**config.mk**
```make
export PLATFORM = sky130hd
export DESIGN_NAME = decim_strobe_gen
export DESIGN_NICKNAME = d
export VERILOG_FILES = /design/src/rtl/decim_strobe_pkg.sv /design/src/rtl/decim_stage_counter.sv /design/src/rtl/decim_strobe_gen.sv
export SDC_FILE = /design/constraint.sdc
export NUM_CORES = 1
export LEC_CHECK = 0
export BUFFER_PORTS_ARGS = -buffer_cell sky130_fd_sc_hd__buf_2
export CAP_MARGIN = 20
export CORE_MARGIN = 4
export CORE_UTILIZATION = 31
export CTS_CLUSTER_SIZE = 8
export DETAILED_ROUTE_END_ITERATION = 8
export HOLD_SLACK_MARGIN = 0.1
export PLACE_DENSITY = 0.6
export SETUP_SLACK_MARGIN = 0.4
export SKIP_CTS_REPAIR_TIMING = 1
export SLEW_MARGIN = 20
export SYNTH_ARGS = -nofsm -noshare
export SYNTH_HDL_FRONTEND = slang
export SYNTH_SLANG_ARGS = --single-unit
```
**constraint.sdc**
```tcl
create_clock -name clk_i -period 4.09 [get_ports clk_i]
set_input_delay 0.6135 -clock clk_i [delete_from_list [all_inputs] [get_ports clk_i]]
set_output_delay 0.6135 -clock clk_i [all_outputs]
set_load 0.03 [all_outputs]
```
**src/rtl/decim_strobe_pkg.sv**
```systemverilog
// rtl/decim_strobe_pkg.sv - shared constants and rate-bus field helper for the decimation strobe chain
package decim_strobe_pkg;

    localparam int RATE_WIDTH_DEF = 16;
    localparam int NUM_STAGES_MAX = 8;
    localparam int RATE_WIDTH_MAX = 32;
    localparam int RATE_BUS_MAX   = NUM_STAGES_MAX * RATE_WIDTH_MAX;

    typedef logic [RATE_BUS_MAX-1:0]   rate_bus_t;
    typedef logic [RATE_WIDTH_MAX-1:0] rate_field_t;

    // Field k of a packed rate bus whose fields are w bits wide.
    function automatic rate_field_t rate_field(input rate_bus_t bus, input int unsigned k,
                                               input int unsigned w);
        rate_bus_t mask;
        rate_bus_t sh;
        mask = (rate_bus_t'(1) << w) - rate_bus_t'(1);
        sh   = (bus >> (k * w)) & mask;
        return rate_field_t'(sh);
    endfunction

endpackage

```
**src/rtl/decim_stage_counter.sv**
```systemverilog
// rtl/decim_stage_counter.sv - one decimation stage: event counter, shadow rate and registered strobe
module decim_stage_counter
    import decim_strobe_pkg::*;
#(
    parameter int RATE_WIDTH = RATE_WIDTH_DEF
) (
    input  logic                  clk_i,
    input  logic                  rst_n_i,
    input  logic                  en_i,
    input  logic                  ev_i,
    input  logic                  sync_i,
    input  logic [RATE_WIDTH-1:0] rate_i,
    output logic                  tc_o,
    output logic [RATE_WIDTH-1:0] rate_o,
    output logic                  strobe_o
);

    logic [RATE_WIDTH-1:0] cnt_q, cnt_d;
    logic [RATE_WIDTH-1:0] rate_q, rate_d;
    logic                  strobe_q, strobe_d;
    logic                  rate_zero;

    assign rate_zero = (rate_q == '0);
    assign tc_o      = ev_i & ~rate_zero & (cnt_q == rate_q - RATE_WIDTH'(1));

    // The shadow only reloads at a frame boundary, on resync, or while idle,
    // so a new rate never shortens or stretches a frame already in progress.
    always_comb begin
        cnt_d    = cnt_q;
        rate_d   = rate_q;
        strobe_d = tc_o & ~sync_i;
        if (sync_i) begin
            cnt_d  = '0;
            rate_d = rate_i;
        end else if (en_i) begin
            if (ev_i && !rate_zero) begin
                cnt_d = tc_o ? '0 : cnt_q + RATE_WIDTH'(1);
            end
            if (tc_o || rate_zero) begin
                rate_d = rate_i;
            end
        end
    end

    always_ff @(posedge clk_i or negedge rst_n_i) begin
        if (!rst_n_i) begin
            cnt_q    <= '0;
            rate_q   <= '0;
            strobe_q <= 1'b0;
        end else begin
            cnt_q    <= cnt_d;
            rate_q   <= rate_d;
            strobe_q <= strobe_d;
        end
    end

    assign rate_o   = rate_q;
    assign strobe_o = strobe_q;

endmodule

```
**src/rtl/decim_strobe_gen.sv**
```systemverilog
// rtl/decim_strobe_gen.sv - cascaded multi-rate decimation strobe generator driving the CIC act inputs
module decim_strobe_gen
    import decim_strobe_pkg::*;
#(
    parameter int NUM_STAGES = 3,
    parameter int RATE_WIDTH = RATE_WIDTH_DEF
) (
    input  logic                             clk_i,
    input  logic                             rst_n_i,
    input  logic                             en_i,
    input  logic                             act_i,
    input  logic                             sync_i,
    input  logic [NUM_STAGES*RATE_WIDTH-1:0] rate_i,
    output logic [NUM_STAGES-1:0]            strobe_o,
    output logic [NUM_STAGES*RATE_WIDTH-1:0] rate_o
);

    logic [NUM_STAGES-1:0] ev;
    rate_bus_t             rate_bus;

    assign rate_bus = rate_bus_t'(rate_i);
    assign ev[0]    = act_i & en_i;

    for (genvar k = 0; k < NUM_STAGES; k++) begin : g_stage
        logic                  tc;
        logic                  stb;
        logic [RATE_WIDTH-1:0] stage_rate;
        logic [RATE_WIDTH-1:0] shadow;

        assign stage_rate = RATE_WIDTH'(rate_field(rate_bus, k, RATE_WIDTH));

        decim_stage_counter #(
            .RATE_WIDTH (RATE_WIDTH)
        ) u_stage (
            .clk_i    (clk_i),
            .rst_n_i  (rst_n_i),
            .en_i     (en_i),
            .ev_i     (ev[k]),
            .sync_i   (sync_i),
            .rate_i   (stage_rate),
            .tc_o     (tc),
            .rate_o   (shadow),
            .strobe_o (stb)
        );

        // Each stage's wrap is the count event of the next, keeping strobes coincident.
        if (k < NUM_STAGES - 1) begin : g_link
            assign ev[k+1] = tc;
        end else begin : g_last
            logic tc_unused;
            assign tc_unused = tc;
        end

        assign strobe_o[k]                          = stb;
        assign rate_o[k*RATE_WIDTH +: RATE_WIDTH]   = shadow;
    end

endmodule

```
==> impl_metrics.toml <==
[critical_path]
worstPathMaxFanout = 16
endpoint_kind = "flop"
arrival_ns = 3.76
critPathLaunchType = "flop"
r2r_cells = 11
worstSetupPathType = "flop to flop"
crit-reg2reg-launch = "g_stage[0].u_stage.rate_o[0]$_DFFE_PN0P_"
reg2reg_to = "g_stage[0].u_stage.rate_o[2]$_DFFE_PN0P_"
cp.required_ns = 4.32
rrSetupSlack_ns = 0.56
cp-startpoint = "g_stage[0].u_stage.rate_o[0]$_DFFE_PN0P_"
crit_end = "g_stage[0].u_stage.rate_o[2]$_DFFE_PN0P_"

[synthesis]
post_synth_instance_area_um2 = 7146
yosys_register_bits = 99
synth-compound-area-share_pct = 20.43
ys.flop_type = "dfrtp_1"
muxShareOfSynthArea_pct = 6.111
ys_warn_count = 0
yosys.area_share.simple_pct = 25.62
synth_xor_area_share_pct = 6.864
synth_top_family_by_area = "simple AND/OR/NAND/NOR gates"
synthArstFlopShare_pct = 100.0
avgSynthCellArea_um2 = 9.138
synth_edf_count = 0
syn_nets = 843
yosysSeqAreaShare_pct = 34.67
synth_fa_ha_area_share_pct = 1.401
synth.distinct_cells = 82
synthCells = 782

[floorplan]
start_util_pct = 31.56
fp.coreArea_um2 = 22640
fp.dieH_um = 159.8
dieArea_um2 = 25540
row_count = 55
die_x_um = 159.8
ioPinCount = 104

[placement]
placed_area_um2 = 7969
port_buffers = 103
place_congestion = 0.8623
hpwl_um = 15200
dp.cells = 1147

[global_routing]
antenna_found_initial = 0
grt_max_degree = 62
grt_overflow_total = 0
grt_pass1_wl_um = 33130
grt_util_all_layers_pct = 15.62
grt_pass1_vias = 6171

[timing]
fin_setup_tns_ns = 0
clock.fmax_ghz = 0.2834
tightestPinTransition_ns = 0.8337
max_slew_margin_pct = 44.42
rsz0062_at_grt = "no"
setup_viol = 0
min_period_ns = 3.528
drv_slew = 0
fin_crit_sh_pct = 86.27
skew_ns = 0.01522
hold_viol_final = 0

[finish]
fill_cells = 2321
fin_util_pct = 36.90
seqCellArea_um2 = 2479
final_cells = 1166
final_layout_size_suffix_gt1_share_pct = 22.81
area_growth_pct = 16.91
multi_input_area_um2 = 4340
fin_nets = 937
final_area_um2 = 8354
antenna_cells = 0

[clocking]
clock_sink_count = 99
cts_tree = "yes"
cts_max_path_buffers = 2
cts_buffers = 9
root_buffer = "clkbuf_16"
path_clk_slew_ns = 0.07
cts.htree.levels = 3
insertion_delay_ns = 0.36

[drt]
ant_nets = 0
post_drt_wl_per_cell_um = 17.65
via_count = 6510
drtPass1Iterations = 5
post-route-drc-count = 0
vias_per_cell = 5.583
drt-total-wl_um = 20580
drt_first_iter_violations = 387

[pwr]
power_density_nw_per_um2 = 323.6
p_total_w = 0.002704
peakVddDrop_uv = 190.5
p_leak_nw = 3.536

[min_path]
hp-class = "input pin to async pin"

[status]
outcome = "finished, final reports clean"

[job]
max-cap-violations = 0
## cell type report
| class | count | area share, % |
|---|---|---|
| well taps | 285 | 4.268 |
| repair buffers | 135 | 9.226 |
| clock inverters | 6 | 1.123 |
| flip-flops and latches | 99 | 29.67 |
| clock buffers | 10 | 2.861 |
| inverters | 20 | 0.8986 |
| multi-input cells | 611 | 51.95 |
## synthesized netlist by cell type, types with 13 or more instances
library cell  count  share of area [%]
a22o_1           19                2.3
nand2_1          59                3.1
nor3_1           18                1.3
and3_1           33                2.9
nor2_1           37                1.9
clkbuf_1         26                1.4
o21ai_0          17                1.2
or3_1            20                1.8
dfrtp_1          99                 35
a21oi_1          32                2.2
xnor2_1          30                3.7
xor2_1           26                3.2
nand3_1          31                2.2
buf_2            13               0.91
inv_1            19                1.0
a31oi_1          57                5.0
mux2i_1          14                2.0
nand3b_1         14                1.5
## per-stage QoR
step                      setup WS [ns]  hold WS (ns)
final                            0.5616        0.3521
after global placement           0.3942        0.5079
after floorplan                  0.4970        0.3179
after CTS                        0.3480        0.3902
after global routing             0.4204        0.4283
after detailed placement         0.3504        0.5091
## worst min path at each step
stage	cells after the start	to	slack, ns
floorplan	0	g_stage[0].u_stage.cnt_q[0]$_DFFE_PN0P_	0.32
global placement	1	g_stage[2].u_stage.cnt_q[15]$_DFFE_PN0P_	0.51
detailed placement	1	g_stage[2].u_stage.cnt_q[15]$_DFFE_PN0P_	0.51
CTS	1	g_stage[1].u_stage.cnt_q[10]$_DFFE_PN0P_	0.39
global route	1	g_stage[1].u_stage.cnt_q[10]$_DFFE_PN0P_	0.43
finish	1	g_stage[1].u_stage.cnt_q[14]$_DFFE_PN0P_	0.35
## power breakdown
part / internal [W] / leakage [nW] / switching (W)
Combinational: 0.000233 / 2.10 / 0.000373
Sequential: 0.00103 / 1.27 / 0.0000993
Clock: 0.000560 / 0.160 / 0.000411
Total: 0.00182 / 3.54 / 0.000883
## cells by family (layout without fill, tap and decap cells)
| family | count (synthesis) | in the layout |
|---|---|---|
| multiplexers | 37 | 37 |
| AND/OR/NAND/NOR | 305 | 305 |
| AO/OA/AOI/OAI | 205 | 205 |
| buffers and inverters | 72 | 171 |
| adder cells (fa/ha/maj) | 8 | 8 |
| XOR/XNOR | 56 | 56 |
| flip-flops | 99 | 99 |
## cell usage in the layout, fill, tap and decap left out, types with 12 or more instances in the layout
master    instances
buf_2           102
a21oi_1          32
a31oi_1          57
nand2_1          59
dfrtp_1          98
o211ai_1         12
nand3b_1         14
nor4_1           12
mux2i_1          14
inv_1            19
and3_1           33
nand3_1          31
xor2_1           26
xnor2_1          30
nor2_1           37
o21ai_0          17
nor3_1           17
or3_1            20
a22o_1           19
buf_4            32
## metal layers
layer	routed length, um	vias up	track usage [%]	part of all wire [%]
met5	0	-	0	0
li1	-	3178	-	-
met2	9802	152	25.95	48
met1	9686	3159	21.28	47
met3	843	21	2.658	4.1
met4	245	0	3.872	1.2
## registers in the layout, indices dropped and copies added, names as in the netlist
register / flops
g_stage.u_stage.cnt_q: 48
g_stage.u_stage.rate_o: 48
g_stage.u_stage.strobe_o: 3
## worst max-delay path, cell delays in order (launching register included)
cell and delay (ns):
dfrtp_2 0.47, inv_1 0.10, ha_1 0.27, or3b_4 0.46, nor3_1 0.21, xnor2_1 0.18
or4b_4 0.51, or3_4 0.40, o21ai_2 0.13, a21oi_2 0.07, buf_4 0.26, mux2_1 0.33
No activity file was read; power rests on OpenSTA's default activity.
